File: config.mk
export PLATFORM = sky130hd
export DESIGN_NAME = width_conv_sched
export DESIGN_NICKNAME = d
export VERILOG_FILES = /design/src/rtl/width_conv_sched.sv
export SDC_FILE = /design/constraint.sdc
export NUM_CORES = 1
export LEC_CHECK = 0
export BUFFER_PORTS_ARGS = -buffer_cell sky130_fd_sc_hd__buf_4
export CORE_ASPECT_RATIO = 0.75
export CORE_MARGIN = 8
export CORE_UTILIZATION = 53
export CTS_CLUSTER_DIAMETER = 30
export CTS_CLUSTER_SIZE = 12
export DETAILED_ROUTE_END_ITERATION = 10
export PLACE_DENSITY = 0.9
export SYNTH_ARGS = -nofsm -noshare
export SYNTH_HDL_FRONTEND = slang
export SYNTH_SLANG_ARGS = --single-unit
File: constraint.sdc
create_clock -name clk -period 2.1 [get_ports clk]
set_clock_uncertainty 0.2 [all_clocks]
set_input_delay 0 -clock clk [delete_from_list [all_inputs] [get_ports clk]]
set_output_delay 0 -clock clk [all_outputs]
set_load 0.02 [all_outputs]
File: src/rtl/width_conv_sched.sv
// Word-to-byte sequencing controller for the 32/16/8-to-8-bit width converter.
// Takes one wide word per input handshake, latches its width mode, and emits
// the valid bytes LSB first on an 8-bit valid/ready stream with word markers.
// A new word can be taken on the last-byte cycle, so consecutive words run at
// full byte rate with no idle cycle between them.
module width_conv_sched #(
  parameter int CNT_W = 16
) (
  input  logic             clk,
  input  logic             reset,
  input  logic [1:0]       mode,
  input  logic [31:0]      in_data,
  input  logic             in_valid,
  output logic             in_ready,
  output logic [7:0]       out_data,
  output logic             out_valid,
  input  logic             out_ready,
  output logic             out_sof,
  output logic             out_eof,
  output logic             busy,
  output logic             mode_err,
  output logic [CNT_W-1:0] word_cnt
);

  typedef enum logic {
    IDLE = 1'b0,
    SEND = 1'b1
  } state_e;

  localparam logic [1:0] MODE_8  = 2'b00;
  localparam logic [1:0] MODE_16 = 2'b01;
  localparam logic [1:0] MODE_ILL = 2'b11;

  // Last byte index of a word for a given (legal) width mode.
  function automatic logic [1:0] last_idx(input logic [1:0] m);
    case (m)
      MODE_8:  return 2'd0;
      MODE_16: return 2'd1;
      default: return 2'd3;
    endcase
  endfunction

  state_e           state_q, state_d;
  logic [31:0]      hold_q, hold_d;
  logic [1:0]       nb_q, nb_d;
  logic [1:0]       idx_q, idx_d;
  logic [CNT_W-1:0] word_cnt_q, word_cnt_d;
  logic             mode_err_q, mode_err_d;

  logic mode_ok;
  logic last_byte;
  logic in_xfer;
  logic out_xfer;

  // Handshake qualifiers and the combinational input-ready.
  always_comb begin
    mode_ok   = (mode != MODE_ILL);
    last_byte = (state_q == SEND) && (idx_q == nb_q);
    in_ready  = !reset && mode_ok &&
                ((state_q == IDLE) || (last_byte && out_ready));
    in_xfer   = in_valid && in_ready;
    out_xfer  = out_valid && out_ready;
  end

  // Byte-stream outputs are pure functions of the held word and byte index,
  // so they stay stable for as long as the sink stalls.
  always_comb begin
    out_valid = 1'b0;
    out_data  = 8'h00;
    out_sof   = 1'b0;
    out_eof   = 1'b0;
    if (state_q == SEND) begin
      out_valid = 1'b1;
      out_data  = hold_q[8*idx_q +: 8];
      out_sof   = (idx_q == 2'd0);
      out_eof   = (idx_q == nb_q);
    end
  end

  // Next-state logic: word load, byte advance, word completion and error flag.
  always_comb begin
    // NOTE: every signal written here is given its hold value first, so no
    // path through the case leaves one unassigned and no latch is inferred.
    state_d    = state_q;
    hold_d     = hold_q;
    nb_d       = nb_q;
    idx_d      = idx_q;
    word_cnt_d = word_cnt_q;
    mode_err_d = mode_err_q || (in_valid && !mode_ok);

    case (state_q)
      IDLE: begin
        if (in_xfer) begin
          hold_d  = in_data;
          nb_d    = last_idx(mode);
          idx_d   = 2'd0;
          state_d = SEND;
        end
      end
      SEND: begin
        if (out_xfer) begin
          if (idx_q != nb_q) begin
            idx_d = idx_q + 2'd1;
          end else begin
            if (word_cnt_q != {CNT_W{1'b1}}) begin
              word_cnt_d = word_cnt_q + {{(CNT_W-1){1'b0}}, 1'b1};
            end
            if (in_xfer) begin
              // Back-to-back: the next word replaces this one with no gap.
              hold_d  = in_data;
              nb_d    = last_idx(mode);
              idx_d   = 2'd0;
            end else begin
              state_d = IDLE;
            end
          end
        end
      end
      default: state_d = IDLE;
    endcase
  end

  // State register with synchronous reset.
  always_ff @(posedge clk) begin
    // NOTE: non-blocking assignments so every flop samples the pre-edge
    // values of the others, independent of statement order.
    if (reset) begin
      state_q    <= IDLE;
      // NOTE: the word buffer is cleared as well; it costs little and keeps
      // the datapath free of X after reset even though IDLE masks out_data.
      hold_q     <= 32'h0;
      nb_q       <= 2'd0;
      idx_q      <= 2'd0;
      word_cnt_q <= '0;
      mode_err_q <= 1'b0;
    end else begin
      state_q    <= state_d;
      hold_q     <= hold_d;
      nb_q       <= nb_d;
      idx_q      <= idx_d;
      word_cnt_q <= word_cnt_d;
      mode_err_q <= mode_err_d;
    end
  end

  assign busy     = (state_q == SEND);
  assign mode_err = mode_err_q;
  assign word_cnt = word_cnt_q;

endmodule

==> results.py <==
metrics = {
    "timing": {
        "period_share": 0.980,
        "period_minus_slack_ns": 2.06,
        "setup_tns_ns": 0,
        "setup_viol": 0,
        "max_freq_mhz": 486,
        "hold_violations": 0,
        "worst_pin_slew_ns": 0.607,
        "slew_violations": 0,
        "slew_headroom": 0.595,
    },
    "logic_synthesis": {
        "synth.largest_area_cell": "dfxtp_1",
        "synth_enable_flop_cells": 0,
        "synth-async-reset-ratio": 0,
        "ys_top_cells_by_area": "dfxtp_1 (40%), a21oi_1 (8.9%), nand3_1 (7.2%), o21ai_0 (6.7%), mux4_2 (6.7%)",
        "syn_nets": 356,
        "synth_cell_type_count": 39,
        "synthTopCellsByCount": "dfxtp_1 (54), a21oi_1 (48), nand3_1 (39)",
        "yosys_warnings": 0,
        "netlist.area_leader.share": 0.401,
        "ys_seq_area_frac": 0.401,
        "syn_area_sq_um": 2700,
        "synth.avg_cell_area_sq_um": 8.53,
        "syn_inst": 316,
        "yosys.cell_count.top_type": "dfxtp_1",
        "synth_seq_cells": 54,
        "ys.flop_type": "dfxtp_1",
    },
    "die": {
        "die_x_um": 98.4,
        "start_util": 0.550,
        "die-area_sq_um": 7650,
        "die_height_um": 77.8,
        "rows": 22,
        "io_pins": 68,
        "core_area_sq_um": 4900,
    },
    "global_route": {
        "grtUsageMet3": 0.0677,
        "gr-usage-all-layers": 0.235,
        "grt_max_degree": 60,
        "grt.busiest_layer": "met2",
        "grt_pass1_wl_mm": 14.7,
        "use_met1": 0.266,
        "grt-ovfl-total": 0,
        "grt_pass1_vias": 2944,
        "antenna_found_initial": 2,
        "use_met2": 0.388,
    },
    "worst_hold_path": {
        "whs_path_depth": 3,
        "min_from": "reset",
        "min_to": "mode_err",
        "hold_class": "in2reg",
    },
    "placed_design": {
        "dp_hpwl_mm": 5.54,
        "port_buffers": 67,
        "gp_congestion": 0.860,
    },
    "pwr": {
        "combinationalPowerShare": 0.151,
        "seqPwrFrac": 0.496,
        "internal_power_mw": 1.61,
        "power_leakage_nw": 1.49,
        "p_clk_frac": 0.353,
        "power_density_nw_per_um2": 559,
        "vdd_drop_max_mv": 0.429,
        "power_mw": 2.18,
        "switchingPower_mw": 0.567,
        "p_sw_frac": 0.260,
    },
    "cells_and_area": {
        "fin_util": 0.796,
        "fin_nets": 459,
        "area_growth_pct": 44.7,
        "drive_gt1_frac": 0.293,
    },
    "clock_network": {
        "clk_pin_slew_ns": 0.10,
        "h-tree-depth": 2,
        "clock_latency_ns": 0.32,
        "cts.sinks": 54,
        "cts_tree": "built",
        "cts_root_buffer": "clkbuf_8",
        "cts_buffers": 5,
        "cts.path.max_buffers": 2,
    },
    "worst_setup_path": {
        "setup.worst_path.end_class": "flip-flop",
        "worstPathMaxFanout": 20,
        "r2r_slack_ns": 0.04,
        "timing.rr.start": "nb_q[0]",
        "r2r_end": "word_cnt[10]",
        "crit_type": "reg2reg",
        "worst_setup_path_start_kind": "flip-flop",
        "crit_required_ns": 2.12,
        "reg2regPathDepth": 5,
        "arrival_ns": 2.08,
    },
    "drt": {
        "drt-total-wl_mm": 10.1,
        "drc": 0,
        "drt.antenna.violating_nets": 0,
        "firstDrtPassIters": 5,
        "viasPerCell": 6.53,
        "vias": 3142,
        "drt-initial-drc-count": 400,
        "routedWlPerCell_um": 20.9,
    },
    "job": {
        "cap_violations": 0,
    },
    "run_status": {
        "outcome": "completed",
    },
}
==> final cells by class <==
class,count,area [sq um]
Tap cell,60,75.1
Inverter,9,33.8
Multi-Input combinational cell,227,1550
Antenna cell,1,2.50
Clock buffer,6,82.6
Timing Repair Buffer,122,1030
Fill cell,263,998
Clock inverter,2,38.8
Sequential cell,54,1080
==> critical path, stage by stage, from the launching register on <==
cell and delay, ns:
dfxtp_1 0.48, xnor2_1 0.21, nand4_1 0.13, buf_4 0.22
nor4_1 0.35, mux2_2 0.37
==> worst max-delay path by stage <==
stage / to / slack [ns] / startpoint
2_1_floorplan: word_cnt[13] / 0.10 / word_cnt[3]
3_3_place_gp: word_cnt[13] / 0.14 / word_cnt[2]
3_5_place_dp: word_cnt[13] / 0.09 / word_cnt[3]
4_1_cts: in_ready / 0.05 / idx_q[1]
5_1_grt: word_cnt[8] / -0.05 / word_cnt[12]
6_report: word_cnt[10] / 0.04 / nb_q[0]
==> placed cells by master, fill, tap and decap left out, types with 2 or more instances in the layout <==
cell / instances
a211oi_1: 4
a21oi_1: 47
a31oi_1: 4
and2_1: 11
buf_4: 82
clkbuf_8: 6
dfxtp_1: 51
dfxtp_2: 3
dlygate4sd3_1: 37
ha_1: 2
inv_1: 9
mux2_2: 5
mux4_2: 8
nand2_1: 8
nand3_1: 39
nand4_1: 2
nor2_1: 10
nor2b_1: 4
nor3_1: 5
nor4_1: 8
nor4_2: 3
nor4_4: 2
o211ai_1: 3
o21ai_0: 36
o31ai_1: 3
or4_1: 4
==> power groups by stage <==
stage | clock network, mW | logic, mW | registers, mW
2_1_floorplan | 0 | 0.131 | 1.10
3_3_place_gp | 0 | 0.243 | 1.10
3_5_place_dp | 0 | 0.249 | 1.10
4_1_cts | 0.754 | 0.307 | 1.08
5_1_grt | 0.796 | 0.351 | 1.08
6_report | 0.769 | 0.330 | 1.08
==> metrics by stage <==
step | std cells | hold slack [ns] | area (sq um) | setup WS, ns
after floorplan | 316 | -0.0523 | 2700 | 0.105
after global placement | 435 | 0.0666 | 3310 | 0.143
after detailed placement | 435 | 0.0712 | 3310 | 0.0866
after CTS | 480 | 0.0917 | 3810 | 0.0462
after global routing | 481 | 0.150 | 3900 | -0.0470
final | 481 | 0.0968 | 3900 | 0.0416
==> state kept, by name (all words and copies together) (netlist names) <==
| signal | flops |
|---|---|
| hold_q | 32 |
| idx_q | 2 |
| nb_q | 2 |
| word_cnt | 16 |
| busy | 1 |
| mode_err | 1 |
==> kinds of logic after synthesis <==
family / share of synthesized area
fa+ha+maj: 0.00928
compound gates: 0.213
mux: 0.0877
simple gates: 0.222
flops: 0.401
xor+xnor: 0.0130
buf+inv: 0.0548
==> layer usage <==
layer | vias up | wire [um] | share of wire
met3 | 57 | 1050 | 0.10
met1 | 1456 | 3570 | 0.36
met5 | - | 11 | 0.0011
li1 | 1374 | - | -
met4 | 2 | 595 | 0.059
met2 | 253 | 4830 | 0.48
==> what timing repair did <==
action | 4_1_cts | 5_1_grt
resized for setup | 1 | 16
setup endpoints to repair | 1 | 10
setup buffers | 0 | 0
endpoints found under the hold margin | 36 | 0
hold buffers | 37 | 0
Power figures use the tool's default switching activity.
